===== config.mk =====
export PLATFORM = sky130hd
export DESIGN_NAME = compare_serial
export DESIGN_NICKNAME = d
export VERILOG_FILES = /design/src/rtl/cmp_pkg.sv /design/src/rtl/compare2.sv /design/src/rtl/compare_serial.sv
export SDC_FILE = /design/constraint.sdc
export NUM_CORES = 1
export LEC_CHECK = 0
export ABC_AREA = 1
export ABC_CLOCK_PERIOD_IN_PS = 1200
export CORE_ASPECT_RATIO = 1.1
export CORE_MARGIN = 4
export CORE_UTILIZATION = 44
export DETAILED_ROUTE_END_ITERATION = 8
export GPL_ROUTABILITY_DRIVEN = 0
export HOLD_SLACK_MARGIN = 0.06
export PLACE_DENSITY = 0.76
export SLEW_MARGIN = 5
export SYNTH_ARGS = -nofsm -noshare
export SYNTH_HDL_FRONTEND = slang
export SYNTH_SLANG_ARGS = --single-unit

===== constraint.sdc =====
create_clock -name clk -period 1.2 [get_ports clk]
set_clock_uncertainty 0.15 [all_clocks]
set_input_delay 0.36 -clock clk [delete_from_list [all_inputs] [get_ports clk]]
set_output_delay 0.36 -clock clk [all_outputs]
set_load 0.03 [all_outputs]

===== src/rtl/cmp_pkg.sv =====
// Shared constants for the serial magnitude comparator and its 2-bit digit comparator.
package cmp_pkg;

   localparam int unsigned DIGIT_W = 2;

   typedef enum logic [1:0] {
      S_IDLE = 2'd0,
      S_RUN  = 2'd1,
      S_DONE = 2'd2
   } state_t;

endpackage


===== src/rtl/compare2.sv =====
// 2-bit unsigned magnitude comparator; exactly one of gt/eq/lt is high.
module compare2
   import cmp_pkg::*;
(
   output logic               gt,
   output logic               eq,
   output logic               lt,
   input  logic [DIGIT_W-1:0] x,
   input  logic [DIGIT_W-1:0] y
);

   assign gt = (x > y);
   assign eq = (x == y);
   assign lt = (x < y);

endmodule


===== src/rtl/compare_serial.sv =====
// Multi-digit unsigned comparator: scans operands MSB-first, one 2-bit digit per
// cycle through compare2, and folds the digit results into a held gt/eq/lt.
module compare_serial
   import cmp_pkg::*;
#(
   parameter int unsigned WIDTH      = 8,
   parameter bit          EARLY_EXIT = 1'b1
)
(
   input  logic             clk,
   input  logic             rst,
   input  logic             start,
   input  logic [WIDTH-1:0] a,
   input  logic [WIDTH-1:0] b,
   output logic             busy,
   output logic             done,
   output logic             gt,
   output logic             eq,
   output logic             lt
);

   localparam int unsigned DIGITS = WIDTH / DIGIT_W;
   localparam int unsigned CNT_W  = (DIGITS > 1) ? $clog2(DIGITS) : 1;

   state_t             state_q, state_d;
   logic [WIDTH-1:0]   a_sh_q, a_sh_d;
   logic [WIDTH-1:0]   b_sh_q, b_sh_d;
   logic [CNT_W-1:0]   cnt_q, cnt_d;
   logic               decided_q, decided_d;
   logic               gt_d, eq_d, lt_d;
   logic               dig_gt, dig_eq, dig_lt;

   // Top digit of each shift register is the digit under test this cycle
   compare2 u_compare2 (
      .gt (dig_gt),
      .eq (dig_eq),
      .lt (dig_lt),
      .x  (a_sh_q[WIDTH-1 -: DIGIT_W]),
      .y  (b_sh_q[WIDTH-1 -: DIGIT_W])
   );

   always_ff @(posedge clk) begin
      if (rst) begin
         state_q   <= S_IDLE;
         a_sh_q    <= '0;
         b_sh_q    <= '0;
         cnt_q     <= '0;
         decided_q <= 1'b0;
         busy      <= 1'b0;
         done      <= 1'b0;
         gt        <= 1'b0;
         eq        <= 1'b0;
         lt        <= 1'b0;
      end else begin
         state_q   <= state_d;
         a_sh_q    <= a_sh_d;
         b_sh_q    <= b_sh_d;
         cnt_q     <= cnt_d;
         decided_q <= decided_d;
         busy      <= (state_d == S_RUN);
         done      <= (state_d == S_DONE);
         gt        <= gt_d;
         eq        <= eq_d;
         lt        <= lt_d;
      end
   end

   always_comb begin
      state_d   = state_q;
      a_sh_d    = a_sh_q;
      b_sh_d    = b_sh_q;
      cnt_d     = cnt_q;
      decided_d = decided_q;
      gt_d      = gt;
      eq_d      = eq;
      lt_d      = lt;

      case (state_q)
         S_IDLE: begin
            if (start) begin
               a_sh_d    = a;
               b_sh_d    = b;
               cnt_d     = CNT_W'(DIGITS - 1);
               decided_d = 1'b0;
               gt_d      = 1'b0;
               eq_d      = 1'b0;
               lt_d      = 1'b0;
               state_d   = S_RUN;
            end
         end
         S_RUN: begin
            a_sh_d = a_sh_q << DIGIT_W;
            b_sh_d = b_sh_q << DIGIT_W;
            cnt_d  = cnt_q - CNT_W'(1);
            // The first differing digit decides; later digits are ignored
            if (!decided_q && !dig_eq) begin
               gt_d      = dig_gt;
               lt_d      = dig_lt;
               decided_d = 1'b1;
               if (EARLY_EXIT) begin
                  state_d = S_DONE;
               end
            end
            if (cnt_q == '0) begin
               state_d = S_DONE;
               if (!decided_q && dig_eq) begin
                  eq_d = 1'b1;
               end
            end
         end
         S_DONE: begin
            state_d = S_IDLE;
         end
         default: begin
            state_d = S_IDLE;
         end
      endcase
   end

endmodule


# After elaboration in Yosys (flattened, before gate mapping)

Cells that the tools add are included.

Output and inout port bits: 5
Input port bits: 19
Word-level logic and storage cells: 51
Register bits: 26

Multiplexer cells: 20
Magnitude comparators: 2
Equality and inequality tests: 8
Reductions and logical operators: 10
Add/subtract/negate cells: 1

Operator list:

| kind                                                                  | count |
|---|---|
| 8-bit one-hot mux with 2 select lines                                 | 2 |
| 8-bit 2-to-1 mux                                                      | 2 |
| 2-bit 2-to-1 mux                                                      | 4 |
| 2-bit != test, second input constant                                  | 4 |
| 1-bit one-hot mux with 2 select lines                                 | 4 |
| 2-bit one-hot mux with 2 select lines                                 | 2 |
| 1-bit 2-to-1 mux                                                      | 6 |
| 2-bit by 1-bit equality test with 1-bit output, second input constant | 2 |
| 2-bit logical NOT                                                     | 2 |
| 4-bit AND reduction                                                   | 1 |
| 3-bit AND reduction                                                   | 1 |
| 2-bit equality test                                                   | 1 |
| 2-bit equality test, second input constant                            | 1 |
| 2-bit > comparator                                                    | 1 |
| 1-bit logical AND                                                     | 2 |
| 1-bit logical NOT                                                     | 2 |
| 2-bit less-than comparator                                            | 1 |
| 2-bit AND reduction                                                   | 1 |
| 2-bit nonzero test                                                    | 1 |
| 2-bit by 1-bit subtractor with 2-bit output, second input constant    | 1 |

# Longest topological paths before layout

Gate-level depths: netlist (run 1).

Depth in word-level cells: 7
Gate-level depth with buffers: 8
Mapped depth without buffers: 8

# Hierarchy

A second synthesis (run 1) with hierarchy kept.

Cell total of the unflattened synthesis: 154
Area, all modules: 1158.6 um2

Modules (own cells, without submodules):

| module         | cells an instance | area an instance (um2) | times used | seq. area each (um2) |
|---|---|---|---|---|
| compare_serial | 143               | 1093.5                 | 1          | 520.5 |
| compare2       | 11                | 65.1                   | 1          | 0.0 |

# Least setup slack after synthesis (run 1)

OpenSTA, ideal clock, no wires.

Path kind: flip-flop to flip-flop
From: reg a_sh_q[6]
To: reg gt
Data required time: 0.980 ns
Stages on the path, launching flop included: 8
Path buffers: 0
Library setup time: 0.070 ns
Period minus slack after synthesis: 1.333 ns
Arrival: 1.113 ns
Setup slack: -0.133 ns
Cell sequence: dfxtp_1 > inv_1 > ha_1 > nand2_1 > nand2_1 > nor2_1 > nand2_1 > a21oi_1

Cells in the longest elaborated chain, start to end: 5
Elaborated cells between the ends (all ways): 8
Classes of those cells: order compare (1); eq/ne (2); mux (2); reduce/logical (3)

Ends and longest elaborated chain:

| item                                 | line                 | source |
|---|---|---|
| start, declared                      | compare_serial.sv:26 | `logic [WIDTH-1:0] a_sh_q, a_sh_d;` |
| start signal, assigned               | compare_serial.sv:56 | `a_sh_q <= a_sh_d;` |
| 2-bit equality test                  | compare2.sv:13       | `assign eq = (x == y);` |
| 1-bit logical NOT                    | compare_serial.sv:96 | `if (!decided_q && !dig_eq) begin` |
| 1-bit logical AND                    | compare_serial.sv:96 |  |
| 2-bit != test (no source line)       | --                   |  |
| 3-bit AND reduction (no source line) | --                   |  |
| end signal, assigned                 | compare_serial.sv:62 | `gt <= gt_d;` |
| end, declared                        | compare_serial.sv:17 | `output logic gt,` |

Several ways; a longest one is shown, not always the timed one. The select of a mux whose other input is x is not followed.
A chain may end at the register's enable or synchronous reset.

# Worst setup path in the final report (run 1)

From: reg a_sh_q[6]
To: reg lt

Cells in the longest elaborated chain, start to end: 5
Elaborated cells between the ends (all ways): 8
Classes of those cells: order compare (1); eq/ne (2); mux (2); reduce/logical (3)

Ends and longest elaborated chain:

| item                                 | line                 | source |
|---|---|---|
| 2-bit equality test                  | compare2.sv:13       |  |
| 1-bit logical NOT                    | compare_serial.sv:96 |  |
| 1-bit logical AND                    | compare_serial.sv:96 |  |
| 2-bit != test (no source line)       | --                   |  |
| 3-bit AND reduction (no source line) | --                   |  |
| end signal, assigned                 | compare_serial.sv:64 | `lt <= lt_d;` |
| end, declared                        | compare_serial.sv:19 | `output logic lt` |

Several ways; a longest one is shown, not always the timed one. The select of a mux whose other input is x is not followed.

==> impl_metrics.json, run 1 <==
{
  "cts_tree": "done",
  "peakVddDrop_v": 0.000895,
  "drive_gt1_share_pct": 39.6,
  "tightest_slew_ns": 0.286,
  "routed-via-count": 1094,
  "synth_flop_cell": "dfxtp_1",
  "drt.antenna.violating_nets": 0,
  "core_mm2": 0.00247,
  "root_buffer": "clkbuf_4",
  "postPlaceCellArea_mm2": 0.00144,
  "worstRegToRegCells": 8,
  "fin_nets": 205,
  "hold_path_class": "reg2reg",
  "synth_cells": 147,
  "period_share_pct": 114,
  "status": "complete, but fails checks",
  "cp_max_fo": 5,
  "rows": 19,
  "swShare_pct": 32.5,
  "min_to": "b_sh_q[4]",
  "cts_buffer_depth": 2,
  "synth_adder_area_share_pct": 3.31,
  "grt_pass1_wl_um": 4510,
  "wl_per_cell_um": 13.3,
  "p_clk_share_pct": 20.6,
  "viasPerCell": 5.14,
  "rsz0062_at_grt": "yes",
  "insertion_delay_ns": 0.33,
  "design_area_mm2": 0.00172,
  "synthArstFlopShare_pct": 0,
  "yosys_warnings": 0,
  "ys_ff_latch": 26,
  "power_frac_seq_pct": 47.4,
  "syn-num-nets": 169,
  "antenna_found_initial": 0,
  "tns_ns": -1.30,
  "io_pins": 24,
  "fillCellCount": 200,
  "ff2ff_setup_slack_ns": -0.17,
  "grt_pass1_vias": 1074,
  "synth-edff-count": 0,
  "path_common_cell": "nand2_2",
  "die_w_um": 56.4,
  "pre_cts_ws_ns": -0.491,
  "clock_sinks": 26,
  "synthDominantCellAreaShare_pct": 45.9,
  "wirelength_um": 2840,
  "hold_start": "b_sh_q[2]",
  "required_ns": 1.31,
  "hold_viol": 0,
  "cpMaxStageDelayCell": "dfxtp_2",
  "intPower_mw": 1.46,
  "grt_max_degree": 15,
  "synth_area_per_cell_um2": 7.72,
  "setup_slack_ns": -0.167,
  "synth_area_mm2": 0.00113,
  "critPathMaxStageDelay_ns": 0.37,
  "insertedDiodeCount": 0,
  "setup_viol": 15,
  "fmax_ghz": 0.732,
  "maxCapViolCount": 0,
  "fp.dieArea_mm2": 0.00346,
  "finalWorstPathRequiredPeriod_ns": 1.37,
  "die_y_um": 61.3,
  "r2r-end": "lt",
  "slew_headroom_pct": 80.8,
  "rr_startpoint": "a_sh_q[6]",
  "power_leakage_nw": 0.696,
  "power.density_mw_per_mm2": 1250,
  "path_cells": "inv_2, ha_4, nand2_4, nand2_4, nand2_2, nand2_2, nand2_2, a21oi_2",
  "synth_top_family_by_area": "compound AO/OA/AOI/OAI gates",
  "start_util_pct": 45.9,
  "netSwitchingPower_mw": 0.700,
  "synth-xor-area-share_pct": 0,
  "worstPathArrival_ns": 1.48,
  "ys_types": 20,
  "ctsHoldBuffers": 0,
  "initialDrtViolationCount": 14,
  "start_kind": "flip-flop",
  "yosysMostFrequentCell": "nand2_1",
  "maxSlewViolCount": 0,
  "area_delta_synth_final_pct": 51.9,
  "track_usage_pct": 16.9,
  "synth_compound_area_share_pct": 22.4,
  "synthMuxAreaShare_pct": 0,
  "yosysSeqAreaShare_pct": 45.9,
  "holdPathStages": 2,
  "overflow": 0,
  "cts_max_level": 1,
  "port_buffers": 23,
  "numCtsBuffers": 3,
  "cp-end-kind": "flip-flop",
  "comb_power_share_pct": 32.0,
  "synthTopCellsByArea": "dfxtp_1 46%, nand2_1 12%, a21oi_1 10%, o21ai_0 5.7%, o21ai_1 4.4%",
  "drt-pass1-iter-count": 4,
  "hpwl_um": 1890,
  "synth_common_cells": "36 x nand2_1, 26 x dfxtp_1, 23 x a21oi_1, 13 x inv_1, 13 x o21ai_0",
  "yosys.area.top_type": "dfxtp_1",
  "drc": 0,
  "synthSimpleGateAreaFrac_pct": 19.4,
  "violations": "setup timing",
  "clkSlewWorstSetupHoldPaths_ns": 0.14,
  "crit_type": "reg2reg"
}
cell usage in the layout (no fill, tap or decap), types with 2 or more instances in the layout:
| cell | count |
|---|---|
| buf_6 | 8 |
| nand2_8 | 3 |
| ha_4 | 2 |
| a211oi_1 | 2 |
| nand3_1 | 4 |
| a21oi_1 | 11 |
| clkbuf_4 | 3 |
| inv_2 | 3 |
| nor2_4 | 3 |
| dfxtp_2 | 7 |
| dlygate4sd2_1 | 2 |
| o21ai_0 | 4 |
| clkdlybuf4s50_1 | 16 |
| inv_4 | 2 |
| dfxtp_1 | 17 |
| dfxtp_4 | 2 |
| inv_1 | 9 |
| nand2_4 | 6 |
| buf_4 | 9 |
| o21ai_1 | 19 |
| nand2_2 | 5 |
| nand2_1 | 25 |
| a21oi_2 | 13 |
worst max-delay path: cells and delay by family, from the launching register on:
kind	cells	cell delay, ns
simple gates	5	0.34
buf+inv	1	0.04
compound gates	1	0.13
fa+ha+maj	1	0.27
flops	1	0.37
routing by layer:
metal	global-route usage, %	vias to the layer above	part of all wire (%)
li1	-	553	-
met5	0	-	0
met3	2.10	12	4.2
met4	10.2	0	4.4
met1	19.0	500	40
met2	30.9	29	51
worst max path at each step:
stage | to | from | depth (start not counted) | slack (ns)
finish | lt | a_sh_q[6] | 8 | -0.17
global route | lt | b_sh_q[7] | 8 | -0.21
CTS | lt | b_sh_q[7] | 8 | -0.14
detailed placement | busy | start | 5 | -0.49
global placement | a_sh_q[6] | start | 5 | -0.43
floorplan | gt | a_sh_q[6] | 8 | -0.07
state kept, by name (all words and copies together) (netlist names), 2 cells and up:
register	count
a_sh_q	8
b_sh_q	8
cnt_q	2
state_q	2
stage by stage:
stage          hold slack (ns)  utilization (%)  power [mW]  std cells
2_1_floorplan            0.277                -        1.35        147
3_3_place_gp             0.291             58.3        1.52        203
3_5_place_dp             0.300             58.3        1.54        203
4_1_cts                  0.320             64.5        2.07        212
5_1_grt                  0.347             69.7        2.28        213
6_report                 0.319             69.7        2.15        213
power by group through the flow:
stage	sequential (mW)	clock [mW]	combinational, mW
finish	1.02	0.445	0.689
global route	1.03	0.491	0.750
CTS	1.01	0.451	0.607
detailed placement	1.02	0	0.516
global placement	1.02	0	0.500
floorplan	1.04	0	0.315
area by class of cell:
class	instances	area [um^2]	area share [%]
Inverter	16	73.8	4.28
Timing Repair inverter	1	5.00	0.290
Clock buffer	4	36.3	2.10
Sequential cell	26	537	31.1
Timing Repair Buffer	36	355	20.6
Tap cell	31	38.8	2.25
Multi-Input combinational cell	99	678	39.3
logic make-up (layout without fill, tap and decap cells):
family,Yosys count,after routing
buf+inv,22,57
simple gates,47,47
fa+ha+maj,3,3
compound gates,49,49
flops,26,26
repair_timing:
item	4_1_cts	5_1_grt
setup buffers	4	1
setup endpoints to repair	31	30
resized for setup	32	37
hold endpoints to repair	0	0
cloned	1	0
pin swaps	8	9
No activity file was read; power rests on OpenSTA's default activity.
==> inputs of run 2 (changes only) <==
--- a/config.mk
+++ b/config.mk
@@ -6,7 +6,6 @@
 export NUM_CORES = 1
 export LEC_CHECK = 0
 export ABC_AREA = 1
-export ABC_CLOCK_PERIOD_IN_PS = 1200
 export CORE_ASPECT_RATIO = 1.1
 export CORE_MARGIN = 4
 export CORE_UTILIZATION = 44
==> results of run 2 <==
No change in the layout: final DEF, timing and power equal those of run 1.
==> inputs of run 3 (changes only) <==
--- a/config.mk
+++ b/config.mk
@@ -16,4 +16,5 @@
 export SLEW_MARGIN = 5
 export SYNTH_ARGS = -nofsm -noshare
 export SYNTH_HDL_FRONTEND = slang
+export SYNTH_HIERARCHICAL = 1
 export SYNTH_SLANG_ARGS = --single-unit
==> run 3 against run 2 <==
Effect of this change:
- the run still ends with setup timing left
- sequential power up 4%
- die area up 1.8%
- critical path depth up 1
- maximum frequency down 3.6%
- utilization up 0.12 points
- critical path type unchanged
- largest cell class unchanged
==> impl_metrics.json, run 3 <==
{
  "yosysSeqAreaShare_pct": 44.9,
  "required_ns": 1.30,
  "synth_area_mm2": 0.00116,
  "power_leakage_nw": 0.732,
  "multiInputGateArea_um2": 722,
  "tightest_slew_ns": 0.273,
  "peakVddDrop_v": 0.000911,
  "fp.dieArea_mm2": 0.00352,
  "grt_pass1_wl_um": 4650,
  "yosys_warnings": 6,
  "cp_max_fo": 4,
  "ctsHoldBuffers": 0,
  "io_pins": 24,
  "synth-edff-count": 0,
  "antenna_found_initial": 0,
  "fmax_ghz": 0.705,
  "core_mm2": 0.00252,
  "wirelength_um": 2950,
  "top_regs": "a_sh_q (8), b_sh_q (8)",
  "p_total_mw": 2.43,
  "yosysMostFrequentCell": "nand2_1",
  "hold_path_class": "reg2reg",
  "wl_per_cell_um": 13.4,
  "yosys.area.top_type": "dfxtp_1",
  "rows": 19,
  "synth_adder_area_share_pct": 3.24,
  "final_common_cell": "nand2_1",
  "cts_tree": "done",
  "start_util_pct": 46.0,
  "start_kind": "flip-flop",
  "routed-via-count": 1131,
  "drc": 0,
  "hpwl_um": 1800,
  "viasPerCell": 5.12,
  "maxCapViolCount": 0,
  "grt_max_degree": 17,
  "synthTopCellsByArea": "dfxtp_1 45%, nand2_1 12%, a21oi_1 9.9%, o21ai_0 7.3%, nor2_1 5.2%",
  "synth_area_per_cell_um2": 7.52,
  "root_buffer": "clkbuf_4",
  "synth_cells": 154,
  "clock_sinks": 26,
  "synthArstFlopShare_pct": 0,
  "initialDrtViolationCount": 41,
  "seqCellArea_um2": 533,
  "worstPathArrival_ns": 1.52,
  "setup_slack_ns": -0.218,
  "die_y_um": 61.8,
  "cts_max_level": 1,
  "die_w_um": 56.9,
  "grt_pass1_vias": 1110,
  "numCtsBuffers": 3,
  "synthSimpleGateAreaFrac_pct": 23.2,
  "area_delta_synth_final_pct": 51.9,
  "synth_flop_cell": "dfxtp_1",
  "ys_types": 21,
  "cts_buffer_depth": 2,
  "power.density_mw_per_mm2": 1380,
  "synth_top_family_by_area": "simple AND/OR/NAND/NOR gates",
  "track_usage_pct": 17.0,
  "crit_type": "reg2reg",
  "violations": "setup timing",
  "rsz0062_at_grt": "yes",
  "syn-num-nets": 176,
  "synth-xor-area-share_pct": 0,
  "synth_compound_area_share_pct": 18.9,
  "drt-pass1-iter-count": 4,
  "status": "complete, but fails checks",
  "synthMuxAreaShare_pct": 0,
  "ys_ff_latch": 26,
  "synth_common_cells": "38 x nand2_1, 26 x dfxtp_1, 23 x a21oi_1, 17 x o21ai_0, 16 x nor2_1",
  "insertion_delay_ns": 0.31,
  "clkSlewWorstSetupHoldPaths_ns": 0.13,
  "drt.antenna.violating_nets": 0,
  "cp-end-kind": "flip-flop",
  "hold_viol": 0,
  "fillCellCount": 211,
  "drive_gt1_share_pct": 36.8,
  "synthDominantCellAreaShare_pct": 44.9,
  "setup_viol": 23,
  "slew_headroom_pct": 81.6,
  "mostFrequentLayoutCells": "31 x nand2_1, 17 x clkdlybuf4s50_1, 16 x a21oi_1, 16 x dfxtp_1, 13 x nor2_1",
  "insertedDiodeCount": 0,
  "period_share_pct": 118,
  "port_buffers": 23,
  "overflow": 0,
  "fin_nets": 214,
  "finalWorstPathRequiredPeriod_ns": 1.42,
  "maxSlewViolCount": 0,
  "tns_ns": -2.22
}
==> run 3: logic make-up after synthesis <==
family / count (synthesis)
compound gates: 43
buf+inv: 20
fa+ha+maj: 3
simple gates: 62
flops: 26
==> run 3: final timing paths <==
check | depth (start not counted) | slack [ns] | start | end
worst max-delay path | 9 | -0.22 | a_sh_q[6] | gt
worst min-delay path | 2 | 0.32 | b_sh_q[2] | b_sh_q[4]
worst max register to register | 9 | -0.22 | a_sh_q[6] | gt
worst min register to register | 2 | 0.32 | b_sh_q[2] | b_sh_q[4]
==> run 3: worst max-delay path, stage by stage (launching register included) <==
cell,delay (ns)
dfxtp_2,0.36
inv_2,0.05
ha_4,0.24
nand2_4,0.07
inv_4,0.04
nor2_4,0.14
nand2_2,0.08
inv_2,0.06
nand2_1,0.05
a21oi_2,0.12
==> run 3: power breakdown <==
part | switching (mW) | total, mW | internal, mW
Clock | 0.236 | 0.353 | 0.117
Combinational | 0.547 | 1.02 | 0.470
Sequential | 0.0825 | 1.06 | 0.981
Total | 0.865 | 2.43 | 1.57
==> run 3: timing repair <==
item | CTS | global route
setup endpoints to repair | 31 | 31
pin swaps | 11 | 13
cloned | 1 | 1
setup buffers | 1 | 3
gates resized for setup | 39 | 29
==> run 3: cell type report <==
| cell class | count | share of cell area, % |
|---|---|---|
| Sequential cell | 26 | 30.3 |
| Multi-Input combinational cell | 110 | 41.0 |
| Inverter | 14 | 4.26 |
| Clock buffer | 3 | 1.28 |
| Timing Repair Buffer | 37 | 21.0 |
| Tap cell | 31 | 2.20 |
==> run 3: stage by stage <==
step	setup slack [ns]	instances	util, %	hold slack [ns]	cell area [um^2]
3_3_place_gp	-0.490	212	58.0	0.295	1460
6_report	-0.218	221	69.9	0.317	1760
2_1_floorplan	-0.144	154	-	0.284	1180
5_1_grt	-0.293	221	69.9	0.346	1760
3_5_place_dp	-0.557	212	58.0	0.298	1460
4_1_cts	-0.181	217	64.9	0.322	1640
==> run 3: routing by layer <==
layer  vias to the layer above  part of all wire, %  track usage (%)
li1                        570                    -                -
met3                         8                  5.0             2.69
met5                         -                    0                0
met4                         0                  2.4             8.94
met2                        31                   53             33.1
met1                       522                   39             17.9
